File: src/rtl/word_byte_serializer.sv
// word_byte_serializer
//   Turns a 32-bit valid/ready word stream into an 8-bit valid/ready byte
//   stream at one byte per cycle.
//   Words are grouped into frames of FRAME_WORDS words. o_last marks the final
//   byte of each frame. o_frame_cnt counts completed frames.
//
//   Optional feature: WBS_CHECKSUM_EN. When it is defined, each frame is
//   followed by one extra byte, which is the mod-256 sum of the frame's data
//   bytes. In that case o_last marks only this checksum byte.
//
// Parameters
//   MSB_FIRST    1: i_data[31:24] goes out first; 0: i_data[7:0] goes out first
//   FRAME_WORDS  number of words per frame (1..256)
//
// Ports
//   clk, rst_n   clock (rising edge) and asynchronous active-low reset
//   i_val, i_rdy, i_data      upstream word handshake and data
//   o_val, o_rdy, o_data      downstream byte handshake and data
//   o_last                    final byte of the current frame
//   o_frame_cnt               number of completed frames; wraps at 16 bits
module word_byte_serializer #(
  parameter int MSB_FIRST   = 1,
  parameter int FRAME_WORDS = 4
) (
  input  logic        clk,
  input  logic        rst_n,
  output logic        i_rdy,
  input  logic        i_val,
  input  logic [31:0] i_data,
  input  logic        o_rdy,
  output logic        o_val,
  output logic [7:0]  o_data,
  output logic        o_last,
  output logic [15:0] o_frame_cnt
);

  localparam logic [7:0] LAST_W = 8'(FRAME_WORDS - 1);

`ifdef WBS_CHECKSUM_EN
  typedef enum logic [1:0] {IDLE, SEND, CSUM} state_t;
`else
  typedef enum logic [1:0] {IDLE, SEND} state_t;
`endif

  state_t      state, state_nxt;
  logic [31:0] word;
  logic [1:0]  idx;
  logic [7:0]  wcnt;
  logic [15:0] frame_cnt;
  logic [1:0]  sh;
  logic [7:0]  cur_byte;
  logic        last_word, byte_acc, word_end, load, csum_due;

  assign last_word = (wcnt == LAST_W);
  assign byte_acc  = (state == SEND) && o_rdy;
  assign word_end  = byte_acc && (idx == 2'd3);

`ifdef WBS_CHECKSUM_EN
  logic [7:0] csum;
  logic       csum_acc;
  assign csum_acc = (state == CSUM) && o_rdy;
  // The frame's final word is followed by the checksum byte, not by a new word.
  assign csum_due = last_word;
`else
  assign csum_due = 1'b0;
`endif

  // This is the only combinational path from o_rdy to i_rdy. It lets a new
  // word be loaded in the same cycle that the previous word's last byte
  // leaves, so there is no bubble between words.
  assign i_rdy = rst_n && ((state == IDLE) ||
                 ((state == SEND) && (idx == 2'd3) && o_rdy && !csum_due));
  assign load  = i_val && i_rdy;

  // Select the outgoing byte from the held word.
  always_comb begin
    sh       = (MSB_FIRST != 0) ? (2'd3 - idx) : idx;
    cur_byte = word[{sh, 3'b000} +: 8];
  end

  always_comb begin
    state_nxt = state;
    case (state)
      IDLE: if (load) state_nxt = SEND;
      SEND: begin
        if (word_end) begin
`ifdef WBS_CHECKSUM_EN
          if (last_word) state_nxt = CSUM;
          else
`endif
          state_nxt = load ? SEND : IDLE;
        end
      end
`ifdef WBS_CHECKSUM_EN
      CSUM: if (o_rdy) state_nxt = IDLE;
`endif
      default: state_nxt = IDLE;
    endcase
  end

  // The outputs are decoded from registered state only. While the consumer
  // stalls, that state does not change, so the outputs stay stable.
  always_comb begin
    o_val  = 1'b0;
    o_data = 8'd0;
    o_last = 1'b0;
    case (state)
      SEND: begin
        o_val  = 1'b1;
        o_data = cur_byte;
`ifndef WBS_CHECKSUM_EN
        o_last = (idx == 2'd3) && last_word;
`endif
      end
`ifdef WBS_CHECKSUM_EN
      CSUM: begin
        o_val  = 1'b1;
        o_data = csum;
        o_last = 1'b1;
      end
`endif
      default: ;
    endcase
  end

  always_ff @(posedge clk or negedge rst_n) begin
    if (!rst_n) begin
      state     <= IDLE;
      word      <= '0;
      idx       <= '0;
      wcnt      <= '0;
      frame_cnt <= '0;
    end else begin
      state <= state_nxt;
      if (load) begin
        word <= i_data;
        idx  <= 2'd0;
      end else if (byte_acc) begin
        idx  <= idx + 2'd1;
      end
      if (word_end) wcnt <= last_word ? 8'd0 : wcnt + 8'd1;
`ifdef WBS_CHECKSUM_EN
      if (csum_acc) frame_cnt <= frame_cnt + 16'd1;
`else
      if (word_end && last_word) frame_cnt <= frame_cnt + 16'd1;
`endif
    end
  end

`ifdef WBS_CHECKSUM_EN
  // Accumulate every accepted data byte. The sum is cleared once the
  // checksum byte has been accepted.
  always_ff @(posedge clk or negedge rst_n) begin
    if (!rst_n)        csum <= '0;
    else if (byte_acc) csum <= csum + cur_byte;
    else if (csum_acc) csum <= '0;
  end
`endif

  assign o_frame_cnt = frame_cnt;

endmodule
File: config.mk
export PLATFORM = sky130hd
export DESIGN_NAME = word_byte_serializer
export DESIGN_NICKNAME = d
export VERILOG_FILES = /design/src/rtl/word_byte_serializer.sv
export SDC_FILE = /design/constraint.sdc
export NUM_CORES = 1
export LEC_CHECK = 0
export ABC_AREA = 1
export CAP_MARGIN = 20
export CORE_MARGIN = 2
export CORE_UTILIZATION = 30
export DETAILED_ROUTE_END_ITERATION = 10
export PLACE_DENSITY_LB_ADDON = 0.2
export SETUP_SLACK_MARGIN = 0.4
export SLEW_MARGIN = 15
export SYNTH_ARGS = -nofsm -noshare
export SYNTH_HDL_FRONTEND = slang
export SYNTH_SLANG_ARGS = --single-unit
File: constraint.sdc
create_clock -name clk -period 2.6 [get_ports clk]
set_input_delay 0.52 -clock clk [delete_from_list [all_inputs] [get_ports clk]]
set_output_delay 0.52 -clock clk [all_outputs]
set_load 0.005 [all_outputs]
==> flow_summary.ini, run 1 <==
[grt]
gr-usage-all-layers_pct = 15.2
grt_max_degree = 60
grt_first_pass_wirelength_mm = 13.3
overflow = 0
grt_pass1_vias = 2839
antenna_found_initial = 0

[logic_synthesis]
synth_top_area_cell = dfrtp_1
synth_area_leaders = dfrtp_1, nand2_1, nand3_1
synth_commonest_cells = nand2_1, dfrtp_1, nor2_1
syn_area_um2 = 3040
ys_seq_area_share_pct = 48.6
yosysMostFrequentCell = nand2_1
avgSynthCellArea_um2 = 7.64
ys_ff_latch = 59
synth-async-reset-ratio_pct = 100
synth.top_cell.area_share_pct = 48.6
synth.distinct_cells = 25
synth_nets = 437
synth_warnings = 0
synth_enable_flop_cells = 0
syn_inst = 398
ys.flop_type = dfrtp_1

[cells_and_area]
fin_cells = 609
final_area_um2 = 4040
syn2layout_area_growth_pct = 32.9
nets = 511
layout-drive-gt1-share_pct = 10.1
antenna_cells = 0

[routing]
drt-initial-drc-count = 79
wl_mm = 7.80
wl_per_cell_um = 12.8
route.detailed.drc = 0
viasPerCell = 4.70
ant_nets = 0
dr_total_vias = 2861
dr.pass1.iters = 4

[timing]
timing.setup.tns_ns = 0
maxSlewViolCount = 0
hold_viol_final = 0
final-setup-viol-count = 0
skew_ns = 0.0140
period_share_pct = 81.4
slew_headroom_pct = 49.1
rsz0062_at_grt = true
period_needed_ns = 2.12
whs_ns = 0.381
worst_pin_slew_ns = 0.764
timing.fmax_mhz = 472

[placement]
place_area_um2 = 3790
numPortBuffers = 62
dp.cells = 586
gp_congestion = 0.784
dp_hpwl_mm = 5.35

[worst_setup_path]
worstPathArrival_ns = 1.60
critPathBufInv = 2
crit_path_end_kind = output port
worstSetupStartpointType = input port
critPathMaxFanout = 3
max_stage_delay_ns = 0.54
crit_type = input port to output port
critPathRequiredTime_ns = 2.08
slowest_stage = clkdlybuf4s50_1
crit_chain = clkdlybuf4s50_1, nand3_4, a21boi_4, clkdlybuf4s15_1
critPathTopFamily = buffers and inverters

[power_and_ir_drop]
power_density_nw_per_um2 = 852
p_leak_nw = 1.93
peakVddDrop_mv = 0.458

[floorplan]
core_um2 = 9820
die-area_um2 = 11000
die_h_um = 105
rows = 36
die_x_um = 105
boundaryPins = 63
initial_utilization_pct = 31.0

[clock_tree]
cts_root_buf = clkbuf_8
clk_pin_slew_ns = 0.07
htree_levels = 3
clock_latency_ns = 0.34
clock_sinks = 59
cts_tree = yes
numCtsBuffers = 9
cts_buffer_depth = 2

[min_path]
hp-class = input port to asynchronous set/reset pin

[job]
max_cap_violations = 0

[outcome]
run_status = finished clean
[path summary, 6_finish.rpt]
kind | startpoint | endpoint | slack, ns | cells past startpoint
max in group asynchronous | rst_n | idx[1]$_DFFE_PN0P_ | 1.66 | 2
min in group clk | word[22]$_DFFE_PN0P_ | word[22]$_DFFE_PN0P_ | 0.47 | 2
hold reg to reg | word[22]$_DFFE_PN0P_ | word[22]$_DFFE_PN0P_ | 0.47 | 2
setup / recovery | o_rdy | i_rdy | 0.48 | 4
hold / removal | rst_n | o_frame_cnt[6]$_DFFE_PN0P_ | 0.38 | 2
setup reg to reg | idx[0]$_DFFE_PN0P_ | idx[0]$_DFFE_PN0P_ | 0.58 | 8
[area by class of cell]
| type | count | area, um^2 |
|---|---|---|
| repair buffers | 80 | 767 |
| fillers | 1075 | 5780 |
| flip-flops and latches | 59 | 1480 |
| multi-input cells | 295 | 1370 |
| well taps | 133 | 166 |
| clock buffers | 10 | 128 |
| inverters | 27 | 103 |
| clock inverters | 5 | 31.3 |
[cell usage in the layout, fill, tap and decap left out, types with 2 or more instances in the layout]
cell type,instances
inv_1,25
dlymetal6s2s_1,3
buf_4,15
a21oi_1,11
clkbuf_8,9
nor3_1,5
buf_6,2
clkinv_2,4
dlygate4sd2_1,5
clkdlybuf4s50_1,51
xor2_1,3
dfrtp_1,57
nand2_1,128
nor2_1,50
nand4_1,7
dfrtp_2,2
ha_2,2
o21ai_1,4
nand3_1,46
nor2_2,3
xnor2_1,4
o21ai_0,25
[power breakdown]
group          switching, mW  total, mW  internal [mW]
clock                  0.370      0.707          0.337
combinational          0.713       1.33          0.619
sequential             0.195       1.40           1.21
[kinds of logic after synthesis]
family          Yosys count  synth area share, %
buf+inv                  44                 6.79
fa+ha+maj                 3                 1.24
xor+xnor                  7                 2.02
flops                    59                 48.6
mux                       1                0.370
simple gates            243                 33.8
compound gates           41                 7.20
[per-layer routing]
layer / up-vias / global-route usage, % / part of all wire (%)
li1: 1426 / - / -
met1: 1347 / 19.4 / 46
met2: 78 / 25.3 / 48
met3: 10 / 3.81 / 4.7
met4: 0 / 4.57 / 1.1
met5: - / 0 / 0
[state kept, by name, summed over array words and instances (netlist names)]
name         count
word            32
o_frame_cnt     16
wcnt             8
idx              2
state            1
[repair_timing]
| action | 4_1_cts | 5_1_grt |
|---|---|---|
| pin swaps | 8 | 6 |
| gates resized for setup | 20 | 6 |
| hold buffers | 0 | 0 |
| setup buffers | 7 | 0 |
| cloned | 1 | 0 |
| setup endpoints to repair | 10 | 11 |
[through the flow]
| step | power [mW] | setup WS [ns] | utilization, % |
|---|---|---|---|
| floorplan | 2.14 | 0.907 | - |
| global placement | 2.67 | 0.169 | 38.6 |
| detailed placement | 2.69 | 0.175 | 38.6 |
| CTS | 3.50 | 0.190 | 41.1 |
| global route | 3.75 | 0.397 | 41.1 |
| finish | 3.44 | 0.483 | 41.1 |
(Power assumes the default switching activity.)
==> inputs of run 2 (changes only) <==
- clock period: 2.6 -> 2.1 ns (I/O delays scaled with it)
==> run 2 against run 1 <==
Sequential share of layout area is 4.5 points lower. Power is 39% higher. Highest routed layer unchanged. Combinational power is 56% higher. Critical endpoint is now o_data[5]. Design area is 14% higher. Setup slack worse by 0.33 ns.
==> flow_summary.ini, run 2 (synthesized netlist as in run 1, its figures left out) <==
[outcome]
run_status = finished clean

[floorplan]
die_x_um = 105
die-area_um2 = 11000
boundaryPins = 63
rows = 36
core_um2 = 9820
die_h_um = 105
initial_utilization_pct = 31.0

[cells_and_area]
seq_area_um2 = 1480
layout_common_cells = nand2_1, dfrtp_1, clkdlybuf4s50_1
layout-drive-gt1-share_pct = 25.1
final_area_um2 = 4620
largest_reg_flops = 32
nets = 554
multi_input_area_um2 = 1490
largest_register = word
syn2layout_area_growth_pct = 52.1
nFillCells = 1018
final_common_cell = nand2_1
antenna_cells = 0

[grt]
overflow = 0
grt_max_degree = 60
grt_pass1_vias = 2837
grt_first_pass_wirelength_mm = 13.8
antenna_found_initial = 0
gr-usage-all-layers_pct = 15.8

[routing]
dr.pass1.iters = 4
dr_total_vias = 3053
wl_per_cell_um = 13.9
viasPerCell = 4.69
drt-initial-drc-count = 96
ant_nets = 0
wl_mm = 9.03
route.detailed.drc = 0

[power_and_ir_drop]
peakVddDrop_mv = 0.550
power_density_nw_per_um2 = 1040
total_power_mw = 4.79
p_leak_nw = 2.18

[clock_tree]
hold_buffers = 0
cts_tree = yes
htree_levels = 3
clock_latency_ns = 0.34
numCtsBuffers = 9
clock_sinks = 59
clk_pin_slew_ns = 0.07
cts_root_buf = clkbuf_8
cts_buffer_depth = 2

[placement]
gp_congestion = 0.808
numPortBuffers = 62
dp_hpwl_mm = 5.36
place_area_um2 = 3860

[timing]
worst_pin_slew_ns = 0.783
timing.fmax_mhz = 514
period_share_pct = 92.6
skew_ns = 0.00385
final-setup-viol-count = 0
rsz0062_at_grt = true
period_needed_ns = 1.95
whs_ns = 0.299
hold_viol_final = 0
slew_headroom_pct = 47.8
maxSlewViolCount = 0

[worst_setup_path]
max_stage_delay_ns = 0.44
critPathMaxFanout = 6
slowest_stage = dfrtp_2
crit_chain = buf_6, buf_8, nor2_2, nor2_1, o21ai_1, a21oi_1, buf_2
crit_path_end_kind = output port
worstSetupStartpointType = flip-flop
worstPathArrival_ns = 1.53
crit_type = flip-flop to output port
critPathRequiredTime_ns = 1.68

[min_path]
hp-class = input port to asynchronous set/reset pin

[job]
max_cap_violations = 0
[run 2: cell types whose count changed in the layout (fill, tap and decap cells not counted), moves of 8 or more]
cell / delta
nor2_2: +8
buf_6: +13
o21ai_1: +9
o21ai_0: -13
buf_4: +22
buf_2: +10
nor2_1: -13
[run 2: area by class of cell]
class / instances / area share, %
clock buffer: 11 / 3.27
clock inverter: 3 / 0.325
inverter: 27 / 2.27
multi-input combinational: 295 / 32.3
sequential: 59 / 32.1
tap: 133 / 3.60
timing repair buffer: 123 / 26.2
[run 2: where the power goes]
group          internal [mW]  switching [mW]  total [mW]  leakage [nW]
Sequential              1.50           0.281        1.78         0.739
Clock                  0.473           0.453       0.926        0.0908
Combinational           1.02            1.06        2.08          1.36
[run 2: worst paths after layout]
| path | startpoint | endpoint | slack (ns) | depth (start not counted) |
|---|---|---|---|---|
| max in group asynchronous | rst_n | o_frame_cnt[5]$_DFFE_PN0P_ | 1.23 | 2 |
| min in group clk | word[19]$_DFFE_PN0P_ | word[19]$_DFFE_PN0P_ | 0.48 | 2 |
| hold / removal | rst_n | o_frame_cnt[6]$_DFFE_PN0P_ | 0.30 | 2 |
| setup reg to reg | idx[0]$_DFFE_PN0P_ | word[20]$_DFFE_PN0P_ | 0.32 | 11 |
| setup / recovery | idx[0]$_DFFE_PN0P_ | o_data[5] | 0.15 | 7 |
| hold reg to reg | word[19]$_DFFE_PN0P_ | word[19]$_DFFE_PN0P_ | 0.48 | 2 |
[run 2: repair_timing]
action                                  CTS  global route
gates resized for setup                  89            40
endpoints found under the setup margin   68            63
gates cloned                              1             5
pin swaps                                23            17
buffers inserted                         27            11
[run 2: critical path: cells and delay by family (launching register included)]
family | cells | cell delay, ns
flip-flops | 1 | 0.44
AO/OA/AOI/OAI | 2 | 0.21
AND/OR/NAND/NOR | 2 | 0.13
buffers and inverters | 3 | 0.40
[run 2: metrics by stage]
stage	TNS (ns)	worst slack, ns	cells	util, %
after floorplan	0	0.507	398	-
after global placement	-1.70	-0.143	593	39.3
after detailed placement	-2.40	-0.141	593	39.3
after CTS	0	0.169	635	43.6
after global routing	0	0.0694	651	47.1
final	0	0.155	651	47.1
[run 2: metal layers]
layer,vias up,wire [um],global-route usage [%]
met5,-,0,0
met4,0,152,5.33
met2,87,4330,25.5
met3,15,427,3.81
met1,1444,4120,20.8
li1,1507,-,-
